**src/rtl/h264_mb_scheduler_pkg.sv**
```systemverilog
// Shared types for the H.264 macroblock scheduler: coordinate type, FSM state
// encodings and the debug snapshot exported by the scheduler top.
package h264_pkg;

    localparam int MB_COORD_W = 6;
    localparam int MB_WORDS   = 96;

    typedef logic [MB_COORD_W-1:0] mb_coord_t;

    typedef enum logic {
        S_IDLE,
        S_RUN
    } sched_top_e;

    typedef enum logic [1:0] {
        F_IDLE,
        F_WAIT,
        F_BUSY,
        F_END
    } fetch_st_e;

    typedef enum logic {
        E_IDLE,
        E_BUSY
    } enc_st_e;

    typedef struct packed {
        sched_top_e top;
        fetch_st_e  fetch;
        enc_st_e    enc;
        logic [1:0] full;
    } sched_dbg_t;

endpackage

```
**src/rtl/h264_mb_raster_cnt.sv**
```systemverilog
// Raster-order macroblock coordinate counter; `last` flags the bottom-right MB
// of the frame described by width/height.
module h264_mb_raster_cnt #(
    parameter int MB_W = 6
) (
    input  logic            clk,
    input  logic            rst,
    input  logic            clear,
    input  logic            advance,
    input  logic [MB_W-1:0] width,
    input  logic [MB_W-1:0] height,
    output logic [MB_W-1:0] x,
    output logic [MB_W-1:0] y,
    output logic            last
);

    localparam logic [MB_W-1:0] ONE = 1;

    logic x_end;

    assign x_end = (x == width - ONE);
    assign last  = x_end && (y == height - ONE);

    always_ff @(posedge clk or negedge rst) begin
        if (!rst) begin
            x <= '0;
            y <= '0;
        end else if (clear) begin
            x <= '0;
            y <= '0;
        end else if (advance) begin
            if (x_end) begin
                x <= '0;
                y <= y + ONE;
            end else begin
                x <= x + ONE;
            end
        end
    end

endmodule

```
**src/rtl/h264_mb_scheduler.sv**
```systemverilog
// Frame-level MB scheduler: fetches MBs in raster order into two ping-pong
// buffers and hands each filled buffer to the encoder, overlapping the two.
module h264_mb_scheduler
    import h264_pkg::*;
#(
    parameter int MB_W = MB_COORD_W
) (
    input  logic            clk,
    input  logic            rst,
    input  logic            start,
    input  logic [MB_W-1:0] frame_w_mb,
    input  logic [MB_W-1:0] frame_h_mb,
    output logic            fetch_start,
    output logic [MB_W-1:0] fetch_mb_x,
    output logic [MB_W-1:0] fetch_mb_y,
    output logic            fetch_buf_sel,
    input  logic            fetch_finish,
    output logic            enc_start,
    output logic [MB_W-1:0] enc_mb_x,
    output logic [MB_W-1:0] enc_mb_y,
    output logic            enc_buf_sel,
    input  logic            enc_done,
    output logic            busy,
    output logic            frame_done,
    output sched_dbg_t      dbg
);

    sched_top_e      top_q, top_n;
    fetch_st_e       fst_q, fst_n;
    enc_st_e         est_q, est_n;
    logic [1:0]      full_q, full_n;
    logic            fbuf_n, ebuf_n;
    logic [MB_W-1:0] w_q, h_q;
    logic            fetch_start_n, enc_start_n, busy_n, frame_done_n;
    logic            start_ok, ff_ok, ed_ok, frame_end;
    logic            fetch_last, enc_last, fetch_adv, enc_adv;

    assign start_ok  = (top_q == S_IDLE) && start && (frame_w_mb != '0) && (frame_h_mb != '0);
    assign ff_ok     = (fst_q == F_BUSY) && fetch_finish;
    assign ed_ok     = (est_q == E_BUSY) && enc_done;
    assign frame_end = ed_ok && enc_last;
    assign fetch_adv = ff_ok && !fetch_last;
    assign enc_adv   = ed_ok && !enc_last;

    h264_mb_raster_cnt #(.MB_W(MB_W)) u_fetch_cnt (
        .clk(clk), .rst(rst), .clear(start_ok), .advance(fetch_adv),
        .width(w_q), .height(h_q), .x(fetch_mb_x), .y(fetch_mb_y), .last(fetch_last)
    );

    h264_mb_raster_cnt #(.MB_W(MB_W)) u_enc_cnt (
        .clk(clk), .rst(rst), .clear(start_ok), .advance(enc_adv),
        .width(w_q), .height(h_q), .x(enc_mb_x), .y(enc_mb_y), .last(enc_last)
    );

    always_comb begin
        top_n         = top_q;
        fst_n         = fst_q;
        est_n         = est_q;
        full_n        = full_q;
        fbuf_n        = fetch_buf_sel ^ ff_ok;
        ebuf_n        = enc_buf_sel ^ ed_ok;
        fetch_start_n = 1'b0;
        enc_start_n   = 1'b0;
        frame_done_n  = frame_end;
        busy_n        = (top_q == S_RUN) && !frame_end;

        if (ff_ok) full_n[fetch_buf_sel] = 1'b1;
        if (ed_ok) full_n[enc_buf_sel]   = 1'b0;
        if (start_ok) begin
            fbuf_n = 1'b0;
            ebuf_n = 1'b0;
        end

        case (top_q)
            S_IDLE: if (start_ok) top_n = S_RUN;
            S_RUN:  if (frame_end) top_n = S_IDLE;
            default: top_n = S_IDLE;
        endcase

        // Decisions look at full_n so a same-edge release or fill is seen at once.
        case (fst_q)
            F_IDLE: if (start_ok) fst_n = F_WAIT;
            F_WAIT: begin
                if (!full_n[fbuf_n]) begin
                    fetch_start_n = 1'b1;
                    fst_n         = F_BUSY;
                end
            end
            F_BUSY: begin
                if (ff_ok) begin
                    if (fetch_last)          fst_n = F_END;
                    else if (!full_n[fbuf_n]) fetch_start_n = 1'b1;
                    else                      fst_n = F_WAIT;
                end
            end
            F_END:   fst_n = F_END;
            default: fst_n = F_IDLE;
        endcase
        if (frame_end) fst_n = F_IDLE;

        case (est_q)
            E_IDLE: begin
                if (full_n[ebuf_n]) begin
                    enc_start_n = 1'b1;
                    est_n       = E_BUSY;
                end
            end
            E_BUSY: begin
                if (ed_ok) begin
                    if (enc_last)            est_n = E_IDLE;
                    else if (full_n[ebuf_n]) enc_start_n = 1'b1;
                    else                     est_n = E_IDLE;
                end
            end
            default: est_n = E_IDLE;
        endcase
    end

    always_ff @(posedge clk or negedge rst) begin
        if (!rst) begin
            top_q         <= S_IDLE;
            fst_q         <= F_IDLE;
            est_q         <= E_IDLE;
            full_q        <= '0;
            fetch_buf_sel <= 1'b0;
            enc_buf_sel   <= 1'b0;
            w_q           <= '0;
            h_q           <= '0;
            fetch_start   <= 1'b0;
            enc_start     <= 1'b0;
            busy          <= 1'b0;
            frame_done    <= 1'b0;
        end else begin
            top_q         <= top_n;
            fst_q         <= fst_n;
            est_q         <= est_n;
            full_q        <= full_n;
            fetch_buf_sel <= fbuf_n;
            enc_buf_sel   <= ebuf_n;
            fetch_start   <= fetch_start_n;
            enc_start     <= enc_start_n;
            busy          <= busy_n;
            frame_done    <= frame_done_n;
            if (start_ok) begin
                w_q <= frame_w_mb;
                h_q <= frame_h_mb;
            end
        end
    end

    assign dbg = '{top: top_q, fetch: fst_q, enc: est_q, full: full_q};

endmodule

```
**config.mk**
```make
export PLATFORM = sky130hd
export DESIGN_NAME = h264_mb_scheduler
export DESIGN_NICKNAME = d
export VERILOG_FILES = /design/src/rtl/h264_mb_scheduler_pkg.sv /design/src/rtl/h264_mb_raster_cnt.sv /design/src/rtl/h264_mb_scheduler.sv
export SDC_FILE = /design/constraint.sdc
export NUM_CORES = 1
export LEC_CHECK = 0
export ABC_CLOCK_PERIOD_IN_PS = 8000
export BUFFER_PORTS_ARGS = -buffer_cell sky130_fd_sc_hd__buf_2
export CORE_ASPECT_RATIO = 1.25
export CORE_MARGIN = 2
export CORE_UTILIZATION = 45
export CTS_BUF_LIST = sky130_fd_sc_hd__clkbuf_4 sky130_fd_sc_hd__clkbuf_8 sky130_fd_sc_hd__clkbuf_16
export CTS_CLUSTER_DIAMETER = 40
export DETAILED_ROUTE_END_ITERATION = 8
export PLACE_DENSITY = 0.67
export SYNTH_ARGS = -nofsm -noshare
export SYNTH_HDL_FRONTEND = slang
export SYNTH_HIERARCHICAL = 1
export SYNTH_SLANG_ARGS = --single-unit
```
**constraint.sdc**
```tcl
create_clock -name clk -period 8 [get_ports clk]
set_input_delay 1.6 -clock clk [delete_from_list [all_inputs] [get_ports clk]]
set_output_delay 1.6 -clock clk [all_outputs]
set_load 0.01 [all_outputs]
```
==> results.cfg, run 1 <==
[status]
run_status = complete, no violations

[synthesis]
synth_seq_area_share_pct = 36.8
yosysWarningCount = 6
synth_edf_count = 0
synth_ff_type = sky130_fd_sc_hd__dfrtp_1
syn-cell-area_sq_um = 3260
top_area_cells_in_the_synthesized_netlist = sky130_fd_sc_hd__dfrtp_1 37%, sky130_fd_sc_hd__xnor2_1 5.9%, sky130_fd_sc_hd__ha_1 4.6%
syn-num-nets = 372
yosys_register_bits = 48
post_synth_num_cell_types = 51
synth_largest_type_area_fraction_pct = 36.8
post_synth_inst_count = 343
post-synth-top-area-cell = sky130_fd_sc_hd__dfrtp_1
async_reset_ff_share_pct = 100
syn_area_cell_sq_um = 9.52

[finish]
layout_cell_share_with_drive_strength_beyond_1_pct = 22.6
num-fill-cells = 694
commonest_non_fill_non_tap_cell_in_the_layout = sky130_fd_sc_hd__buf_2
antenna-diode-count = 0
layout_common_cells = 52 x sky130_fd_sc_hd__buf_2, 48 x sky130_fd_sc_hd__dfrtp_1, 30 x sky130_fd_sc_hd__nand2_1
area_growth_syn_to_layout_pct = 12.6
fin_cells = 483
design.final.nets = 421

[worst_setup_path]
worst_setup_path_startpoint = start
crit_path_end_kind = flop
ff2ff_path_depth = 10
startpoint_type = primary input
worstReg2RegEnd = u_fetch_cnt/y[4]
critical_path_class = primary input to flop
termination_of_the_worst_setup_path = u_fetch_cnt/x[5]
crit_arrival_ns = 3.99
worstPathMaxFanout = 38
worstPathRequired_ns = 8.14
ff2ff_setup_slack_ns = 4.86
crit-reg2reg-launch = w_q[0]

[detailed_routing]
met3RoutedLength_um = 242
detail-route-antenna-nets = 0
m1WireLength_um = 3230
detail_route.drc_violations = 0
top_layer_used = met4
wl_met2_um = 3640
dr_pass1_iterations = 4
detail_route.wirelength_um = 7270
drt_iter0_markers = 106
vias = 2633
drt-vias-per-instance = 5.45
routed_wire_length_per_instance_um = 15.0

[clock_network]
cts.hold.buffers_added = 0
post_cts.repair.setup_buffers = 0
cts_num_sinks = 48
post_cts_resized = 0
root_buffer = sky130_fd_sc_hd__clkbuf_8
clock_transition_at_path_regs_ns = 0.09
clock_insertion_delay_worst_skew_ns = 0.30
numCtsBuffers = 5
ctsLongestPathBuffers = 2
h-tree-depth = 2
clock_tree_from_tritoncts = yes

[global_routing]
vias_in_the_first_global_route = 2603
pin_count_of_the_biggest_net_entering_global_routing = 49
grt_antenna_before_repair = 0
global_route.usage.total_pct = 19.3
first_pass_grt_wire_length_um = 12200
global_route.overflow_total = 0

[job]
cap_viol_max_count = 0

[sta]
layout_worst_path_cycle_share_pct = 48.1
setup-tns-final_ns = 0
slew_headroom_pct = 25.5
fmax_mhz = 260
hold_viol_final = 0
clock_skew_ns = 0.00823
measured_slew_at_the_worst_slew_check_pin_ns = 1.12
timing_max_transition_violations_final = 0
setup_viol = 0
fin_crit_ns = 3.85
fin_worst_hold_slack_ns = 0.515
rsz0062_at_grt = no
post-route-worst-setup-slack_ns = 4.15

[floorplanning]
top_level_ports = 53
design.core.area_sq_um = 6980
floorplan.die.height_um = 99.2
dieArea_sq_um = 7960
die_outline_width_um = 80.2
placementRows = 34
initial_core_util_pct = 46.8

[placed_design]
finalWeightedCongestion = 0.824
placed_instances = 475
dpl.hpwl_um = 5180
pre_cts_ws_ns = 3.85
portBuffers = 52

[power]
p_leak_nw = 1.70
ir_drop_v = 0.000178
pwr_cell_area_nw_per_um2 = 359

[min_path]
hp-class = flop to flop
## worst min-delay path by stage
stage	from	to	slack, ns	depth (start not counted)
detailed placement	top_q	busy	0.50	1
finish	top_q	busy	0.52	1
global placement	top_q	busy	0.50	1
global route	top_q	busy	0.55	1
CTS	top_q	busy	0.52	1
floorplan	top_q	busy	0.48	1
## area by class of cell
type / count / area [sq um] / area share [%]
Tap cell: 90 / 113 / 3.06
Sequential cell: 48 / 1200 / 32.7
Clock buffer: 8 / 97.6 / 2.65
Inverter: 18 / 67.6 / 1.84
Multi-Input combinational cell: 264 / 1920 / 52.1
Timing Repair Buffer: 55 / 283 / 7.69
## cell usage after synthesis, types with 3 or more instances
cell / n
sky130_fd_sc_hd__dfrtp_1: 48
sky130_fd_sc_hd__nand2_1: 30
sky130_fd_sc_hd__nor2_1: 22
sky130_fd_sc_hd__xnor2_1: 22
sky130_fd_sc_hd__nand2b_1: 19
sky130_fd_sc_hd__inv_1: 18
sky130_fd_sc_hd__nor2b_1: 16
sky130_fd_sc_hd__a21oi_1: 12
sky130_fd_sc_hd__ha_1: 12
sky130_fd_sc_hd__nor3_1: 12
sky130_fd_sc_hd__mux2_2: 10
sky130_fd_sc_hd__xor2_1: 10
sky130_fd_sc_hd__nor4_1: 9
sky130_fd_sc_hd__o21ai_0: 7
sky130_fd_sc_hd__clkbuf_1: 6
sky130_fd_sc_hd__nand3_1: 6
sky130_fd_sc_hd__nor3b_1: 6
sky130_fd_sc_hd__o211ai_1: 6
sky130_fd_sc_hd__mux2i_1: 5
sky130_fd_sc_hd__a21o_1: 4
sky130_fd_sc_hd__a31oi_1: 4
sky130_fd_sc_hd__buf_4: 4
sky130_fd_sc_hd__mux2_1: 4
sky130_fd_sc_hd__nand4_1: 4
sky130_fd_sc_hd__o22ai_1: 4
sky130_fd_sc_hd__a21boi_0: 3
sky130_fd_sc_hd__and2_1: 3
## critical path: stages
cell and delay (ns):
sky130_fd_sc_hd__buf_2 0.08, sky130_fd_sc_hd__nand2b_1 0.11, sky130_fd_sc_hd__a21oi_4 0.29, sky130_fd_sc_hd__nand2_2 0.31, sky130_fd_sc_hd__inv_1 0.91, sky130_fd_sc_hd__o2111ai_1 0.31
sky130_fd_sc_hd__nor2_1 0.19, sky130_fd_sc_hd__xnor2_1 0.13, sky130_fd_sc_hd__nor3_1 0.06
## where the power goes
| group | internal [W] | switching [W] | total, W |
|---|---|---|---|
| Clock | 0.0000775 | 0.0000815 | 0.000159 |
| Sequential | 0.000322 | 0.000140 | 0.000462 |
| Combinational | 0.000336 | 0.000362 | 0.000698 |
| Total | 0.000735 | 0.000583 | 0.00132 |
## registers in the layout (all words and copies together) (netlist names), 2 cells and up
| register | flops |
|---|---|
| u_enc_cnt/y | 6 |
| h_q | 6 |
| u_enc_cnt/x | 6 |
| fst_q | 2 |
| u_fetch_cnt/y | 6 |
| w_q | 6 |
| u_fetch_cnt/x | 6 |
| full_q | 2 |
## routing by layer
layer	global-route usage (%)	up-vias
li1	-	1315
met1	24.5	1259
met2	32.9	47
met3	2.63	12
met4	7.56	0
met5	0	-
## per-stage QoR
stage	utilization [%]	area (sq um)	power [W]
finish	52.7	3680	0.00132
global route	52.7	3680	0.00143
CTS	52.7	3680	0.00133
detailed placement	51.3	3580	0.00116
global placement	51.3	3580	0.00114
floorplan	-	3260	0.000996
## kinds of logic (layout without fill, tap and decap cells)
| logic type | Yosys count | after routing | share of synthesized area, % |
|---|---|---|---|
| AOI/OAI and AO/OA | 59 | 59 | 13.6 |
| xor gates and xnor gates | 32 | 32 | 8.59 |
| adders and majority gates | 12 | 12 | 4.60 |
| buffers and inverters | 31 | 81 | 4.52 |
| DFF | 48 | 48 | 36.8 |
| muxes | 20 | 20 | 6.82 |
| and+or+nand+nor | 141 | 141 | 25.0 |
(Power assumes the default switching activity.)
==> run 2, diff against run 1 <==
--- a/config.mk
+++ b/config.mk
@@ -5,7 +5,8 @@
 export SDC_FILE = /design/constraint.sdc
 export NUM_CORES = 1
 export LEC_CHECK = 0
-export ABC_CLOCK_PERIOD_IN_PS = 8000
+export ABC_AREA = 1
+export ABC_CLOCK_PERIOD_IN_PS = 3400
 export BUFFER_PORTS_ARGS = -buffer_cell sky130_fd_sc_hd__buf_2
 export CORE_ASPECT_RATIO = 1.25
 export CORE_MARGIN = 2
@@ -13,7 +14,7 @@
 export CTS_BUF_LIST = sky130_fd_sc_hd__clkbuf_4 sky130_fd_sc_hd__clkbuf_8 sky130_fd_sc_hd__clkbuf_16
 export CTS_CLUSTER_DIAMETER = 40
 export DETAILED_ROUTE_END_ITERATION = 8
-export PLACE_DENSITY = 0.67
+export PLACE_DENSITY = 0.69
 export SYNTH_ARGS = -nofsm -noshare
 export SYNTH_HDL_FRONTEND = slang
 export SYNTH_HIERARCHICAL = 1
==> constraint.sdc (replaced) <==
create_clock -name clk -period 3.4 [get_ports clk]
set_input_delay 0.68 -clock clk [delete_from_list [all_inputs] [get_ports clk]]
set_output_delay 0.68 -clock clk [all_outputs]
set_load 0.01 [all_outputs]
==> run 2 against run 1 <==
Against the previous run: critical endpoint unchanged; cell area increased by 0.78%; register-to-register slack worse by 4.1 ns; global-route usage grew 0.62 points; highest routed layer unchanged; core utilization is 0.091 points higher; clock power increased by 130%; largest power group unchanged; clock skew barely moved.
==> results.cfg, run 2 <==
[worst_setup_path]
startpoint_type = flop
crit-reg2reg-launch = w_q[0]
crit_arrival_ns = 2.91
critical_path_class = flop to flop
worstPathMaxFanout = 15
worst_setup_path_startpoint = w_q[0]
crit_path_end_kind = flop
worstPathRequired_ns = 3.62

[floorplanning]
dieArea_sq_um = 8010
top_level_ports = 53
placementRows = 34
design.core.area_sq_um = 7020
die_outline_width_um = 80.5
initial_core_util_pct = 46.8
floorplan.die.height_um = 99.6

[synthesis]
async_reset_ff_share_pct = 100
most_common_library_cells_after_synthesis = 141 x sky130_fd_sc_hd__nand2_1, 55 x sky130_fd_sc_hd__inv_1, 48 x sky130_fd_sc_hd__dfrtp_1
synth_seq_area_share_pct = 36.5
syn-num-nets = 487
top_area_cells_in_the_synthesized_netlist = sky130_fd_sc_hd__dfrtp_1 37%, sky130_fd_sc_hd__nand2_1 16%, sky130_fd_sc_hd__nand3_1 6.5%
syn-cell-area_sq_um = 3290
post_synth_inst_count = 458
post-synth-top-area-cell = sky130_fd_sc_hd__dfrtp_1
synth_largest_type_area_fraction_pct = 36.5
post_synth_num_cell_types = 33
yosysWarningCount = 6
syn_area_cell_sq_um = 7.18
synth_edf_count = 0
yosys_register_bits = 48
synthMostInstantiatedCell = sky130_fd_sc_hd__nand2_1
synth_ff_type = sky130_fd_sc_hd__dfrtp_1

[detailed_routing]
routed_wire_length_per_instance_um = 12.1
drt_iter0_markers = 149
drt-vias-per-instance = 4.92
detail-route-antenna-nets = 0
detail_route.drc_violations = 0
detail_route.wirelength_um = 7260
dr_pass1_iterations = 4
vias = 2954

[clock_network]
ctsLongestPathBuffers = 2
cts.hold.buffers_added = 0
numCtsBuffers = 5
clock_tree_from_tritoncts = yes
post_cts.repair.setup_buffers = 0
clock_insertion_delay_worst_skew_ns = 0.29
clock_transition_at_path_regs_ns = 0.08
post_cts_resized = 0
cts_num_sinks = 48
root_buffer = sky130_fd_sc_hd__clkbuf_8
h-tree-depth = 2

[placed_design]
place_area_sq_um = 3610
portBuffers = 52
finalWeightedCongestion = 0.895
dpl.hpwl_um = 5610
placed_instances = 593

[finish]
fin_cells = 601
layout_cell_share_with_drive_strength_beyond_1_pct = 18.6
layout_common_cells = 141 x sky130_fd_sc_hd__nand2_1, 55 x sky130_fd_sc_hd__inv_1, 52 x sky130_fd_sc_hd__buf_2
fin_area_sq_um = 3710
area_growth_syn_to_layout_pct = 12.7
commonest_non_fill_non_tap_cell_in_the_layout = sky130_fd_sc_hd__nand2_1
antenna-diode-count = 0
design.final.nets = 539
num-fill-cells = 697
multiInputGateArea_sq_um = 1780
ff_latch_area_sq_um = 1200

[sta]
setup-tns-final_ns = 0
timing_max_transition_violations_final = 0
fin_crit_ns = 2.69
slew_headroom_pct = 27.2
setup_viol = 0
hold_viol_final = 0
rsz0062_at_grt = no
measured_slew_at_the_worst_slew_check_pin_ns = 1.09
fmax_mhz = 372
clock_skew_ns = 0.00782
layout_worst_path_cycle_share_pct = 79.0

[job]
cap_viol_max_count = 0

[status]
run_status = complete, no violations

[min_path]
hp-class = flop to flop
min-delay-start = h_q[1]

[power]
pwr_cell_area_nw_per_um2 = 922
p_leak_nw = 2.03
ir_drop_v = 0.000490

[global_routing]
first_pass_grt_wire_length_um = 12800
global_route.usage.total_pct = 19.9
pin_count_of_the_biggest_net_entering_global_routing = 49
global_route.overflow_total = 0
grt_antenna_before_repair = 0
vias_in_the_first_global_route = 2901
## run 2: metal layers
metal	global-route usage (%)	up-vias	wire length (um)
li1	-	1539	-
met4	5.87	0	61
met5	0	-	0
met3	4.08	4	344
met1	23.9	1349	3160
met2	35.4	62	3700
## run 2: final cells by class
class                      instances  area share [%]
sequential                        48            32.4
timing repair buffer              54            7.43
tap                               90            3.04
inverter                          63            6.38
clock buffer                       8            2.63
multi-input combinational        338            48.1
## run 2: worst max-delay path: stages (launching register included)
cell                      delay, ns
sky130_fd_sc_hd__dfrtp_1       0.41
sky130_fd_sc_hd__inv_1         0.12
sky130_fd_sc_hd__ha_1          0.25
sky130_fd_sc_hd__inv_1         0.08
sky130_fd_sc_hd__nand2_1       0.05
sky130_fd_sc_hd__nand3_1       0.09
sky130_fd_sc_hd__nand2_1       0.05
sky130_fd_sc_hd__nand2_1       0.07
sky130_fd_sc_hd__nor2_2        0.04
sky130_fd_sc_hd__nand3_2       0.10
sky130_fd_sc_hd__nor2_1        0.10
sky130_fd_sc_hd__nor2_1        0.27
sky130_fd_sc_hd__nor2_1        0.09
sky130_fd_sc_hd__inv_2         0.21
sky130_fd_sc_hd__nand2_1       0.12
sky130_fd_sc_hd__nor3_2        0.18
sky130_fd_sc_hd__nand3_1       0.11
sky130_fd_sc_hd__xor2_1        0.15
sky130_fd_sc_hd__a21oi_1       0.11
## run 2: power breakdown
group,total [W],switching (W),internal [W],leakage [nW]
clock,0.000369,0.000186,0.000182,0.0523
combinational,0.00190,0.00113,0.000771,1.38
sequential,0.00115,0.000343,0.000803,0.604
## run 2: cells by family after synthesis
kind of cell / Yosys count / synth area share (%)
fa+ha+maj: 12 / 4.57
buf+inv: 72 / 9.25
xor+xnor: 29 / 7.95
flops: 48 / 36.5
compound gates: 36 / 6.39
simple gates: 261 / 35.3
## run 2: worst paths after layout
check | end | slack [ns] | cells after the start
max | u_fetch_cnt/x[5] | 0.71 | 18
min | h_q[1] | 0.52 | 2
max reg2reg | u_fetch_cnt/x[5] | 0.71 | 18
min reg2reg | h_q[1] | 0.52 | 2
max in group asynchronous | u_fetch_cnt/x[0] | 2.14 | 1
min in group asynchronous | busy | 0.57 | 1
## run 2: through the flow
step,util [%],total power (W),hold slack [ns],setup WS (ns)
2_1_floorplan,-,0.00259,0.384,1.17
4_1_cts,52.8,0.00345,0.520,0.683
3_5_place_dp,51.4,0.00307,0.498,0.697
3_3_place_gp,51.4,0.00302,0.495,0.781
6_report,52.8,0.00342,0.524,0.713
5_1_grt,52.8,0.00379,0.548,0.368
==> run 3, diff against run 2 <==
--- a/config.mk
+++ b/config.mk
@@ -6,7 +6,7 @@
 export NUM_CORES = 1
 export LEC_CHECK = 0
 export ABC_AREA = 1
-export ABC_CLOCK_PERIOD_IN_PS = 3400
+export ABC_CLOCK_PERIOD_IN_PS = 2500
 export BUFFER_PORTS_ARGS = -buffer_cell sky130_fd_sc_hd__buf_2
 export CORE_ASPECT_RATIO = 1.25
 export CORE_MARGIN = 2
@@ -14,7 +14,7 @@
 export CTS_BUF_LIST = sky130_fd_sc_hd__clkbuf_4 sky130_fd_sc_hd__clkbuf_8 sky130_fd_sc_hd__clkbuf_16
 export CTS_CLUSTER_DIAMETER = 40
 export DETAILED_ROUTE_END_ITERATION = 8
-export PLACE_DENSITY = 0.69
+export PLACE_DENSITY = 0.67
 export SYNTH_ARGS = -nofsm -noshare
 export SYNTH_HDL_FRONTEND = slang
 export SYNTH_HIERARCHICAL = 1
==> constraint.sdc (replaced) <==
create_clock -name clk -period 2.5 [get_ports clk]
set_input_delay 0.5 -clock clk [delete_from_list [all_inputs] [get_ports clk]]
set_output_delay 0.5 -clock clk [all_outputs]
set_load 0.01 [all_outputs]
==> run 3 against run 2 <==
Against the previous run: sequential power increased by 36%; combinational power increased by 47%; sequential cell count unchanged; clock power increased by 77%; worst setup slack got worse by 0.53 ns; cell count increased by 2.0%; clock skew increased by 0.0081 ns; non-clock buffer count increased by 13; critical path type unchanged.
==> results.cfg, run 3 (same netlist as run 2, synthesis figures left out) <==
[placed_design]
dpl.hpwl_um = 5920
finalWeightedCongestion = 0.843
placed_instances = 603
portBuffers = 52
pre_cts_ws_ns = 0.0737

[power]
p_leak_nw = 2.13
ir_drop_v = 0.000588
pwr_cell_area_nw_per_um2 = 1280

[job]
cap_viol_max_count = 0

[detailed_routing]
detail_route.wirelength_um = 7740
detail-route-antenna-nets = 0
dr_pass1_iterations = 4
drt-vias-per-instance = 4.98
detail_route.drc_violations = 0
routed_wire_length_per_instance_um = 12.6
vias = 3052
drt_iter0_markers = 136

[sta]
setup_viol = 0
fin_crit_ns = 2.32
fin_worst_hold_slack_ns = 0.125
clock_skew_ns = 0.0159
layout_worst_path_cycle_share_pct = 92.8
hold_viol_final = 0
slew_headroom_pct = 72.1
setup-tns-final_ns = 0
measured_slew_at_the_worst_slew_check_pin_ns = 0.418
post-route-worst-setup-slack_ns = 0.181
fmax_mhz = 431
timing_max_transition_violations_final = 0

[clock_network]
cts_num_sinks = 48
cts.hold.buffers_added = 0
clock_insertion_delay_worst_skew_ns = 0.30
h-tree-depth = 2
numCtsBuffers = 5
clock_tree_from_tritoncts = yes
clock_transition_at_path_regs_ns = 0.10
ctsLongestPathBuffers = 2
root_buffer = sky130_fd_sc_hd__clkbuf_8

[floorplanning]
floorplan.die.height_um = 99.6
design.core.area_sq_um = 7020
top_level_ports = 53
initial_core_util_pct = 46.8
placementRows = 34
dieArea_sq_um = 8010
die_outline_width_um = 80.5

[finish]
layout_common_cells = 140 x sky130_fd_sc_hd__nand2_1, 55 x sky130_fd_sc_hd__inv_1, 52 x sky130_fd_sc_hd__buf_2
num-fill-cells = 665
area_growth_syn_to_layout_pct = 18.7
design.final.nets = 552
antenna-diode-count = 0
multiInputGateArea_sq_um = 1850
ff_latch_area_sq_um = 1200
layout_cell_share_with_drive_strength_beyond_1_pct = 23.3
commonest_non_fill_non_tap_cell_in_the_layout = sky130_fd_sc_hd__nand2_1
fin_cells = 613

[global_routing]
first_pass_grt_wire_length_um = 13000
vias_in_the_first_global_route = 2949
pin_count_of_the_biggest_net_entering_global_routing = 20
global_route.usage.total_pct = 20.2
global_route.overflow_total = 0
grt_antenna_before_repair = 0

[worst_setup_path]
startpoint_type = flop
crit_path_end_kind = flop
worstPathMaxFanout = 7
crit_arrival_ns = 2.55
critical_path_class = flop to flop
worstPathRequired_ns = 2.73

[status]
run_status = complete, no violations

[min_path]
hp-class = primary input to asynchronous set/reset pin
[run 3: cell count changes in the layout (fill, tap and decap cells not counted), moves of 2 or more]
| cell | before | now |
|---|---|---|
| sky130_fd_sc_hd__buf_4 | 2 | 15 |
| sky130_fd_sc_hd__bufinv_16 | 0 | 2 |
| sky130_fd_sc_hd__clkbuf_4 | 2 | 0 |
| sky130_fd_sc_hd__dfrtp_1 | 48 | 46 |
| sky130_fd_sc_hd__dfrtp_2 | 0 | 2 |
| sky130_fd_sc_hd__ha_1 | 12 | 10 |
| sky130_fd_sc_hd__ha_2 | 0 | 2 |
| sky130_fd_sc_hd__nor2_1 | 40 | 32 |
| sky130_fd_sc_hd__nor2_2 | 4 | 10 |
| sky130_fd_sc_hd__nor2_4 | 0 | 2 |
| sky130_fd_sc_hd__xnor2_1 | 8 | 6 |
| sky130_fd_sc_hd__xnor2_2 | 1 | 3 |
[run 3: stage by stage]
step                power, W  cell area [sq um]  utilization, %
floorplan            0.00352               3290               -
global placement     0.00417               3680            52.5
detailed placement   0.00423               3680            52.5
CTS                  0.00492               3810            54.3
global route         0.00551               3900            55.6
finish               0.00500               3900            55.6
[run 3: path summary, 6_finish.rpt]
path | end | depth (start not counted) | startpoint | slack (ns)
max in group asynchronous | w_q[1] | 2 | rst | 1.77
worst max register to register | u_enc_cnt/x[5] | 16 | h_q[0] | 0.18
min in group clk | w_q[3] | 3 | frame_w_mb[3] | 0.41
worst max-delay path | u_enc_cnt/x[5] | 16 | h_q[0] | 0.18
worst min-delay path | top_q | 1 | rst | 0.12
worst min register to register | h_q[1] | 2 | h_q[1] | 0.52
[run 3: cell type report]
cell class / instances / area share [%]
repair buffers: 67 / 9.55
clock inverters: 2 / 1.54
inverters: 63 / 6.06
clock buffers: 5 / 1.76
flip-flops and latches: 48 / 30.8
multi-input cells: 338 / 47.4
well taps: 90 / 2.88
[run 3: critical path, cell delays in order, from the launching register on]
cell,delay [ns]
sky130_fd_sc_hd__dfrtp_1,0.40
sky130_fd_sc_hd__inv_1,0.08
sky130_fd_sc_hd__ha_2,0.21
sky130_fd_sc_hd__nand2_1,0.08
sky130_fd_sc_hd__nor2_2,0.04
sky130_fd_sc_hd__o21ai_0,0.21
sky130_fd_sc_hd__nor3_1,0.08
sky130_fd_sc_hd__nand3_1,0.09
sky130_fd_sc_hd__nor2_2,0.05
sky130_fd_sc_hd__nor2_2,0.18
sky130_fd_sc_hd__nor2_1,0.07
sky130_fd_sc_hd__inv_2,0.11
sky130_fd_sc_hd__nand2_1,0.09
sky130_fd_sc_hd__nor3_2,0.17
sky130_fd_sc_hd__nand3_1,0.11
sky130_fd_sc_hd__xor2_1,0.15
sky130_fd_sc_hd__a21oi_1,0.11
[run 3: what timing repair did]
action | in CTS | in global routing
resized for setup | 0 | 19
buffers inserted | 0 | 3
endpoints found under the setup margin | 0 | 19
[run 3: metal layers]
metal	global-route usage (%)	part of all wire, %	vias to the layer above
met3	2.63	3.8	4
met4	4.69	0.66	0
met5	0	0	-
met1	25.2	42	1412
met2	36.7	54	66
li1	-	-	1570
[run 3: report_power, final]
part           internal [W]  leakage [nW]  switching, W
combinational       0.00115          1.46       0.00164
sequential          0.00110         0.602      0.000467
clock              0.000394        0.0642      0.000259
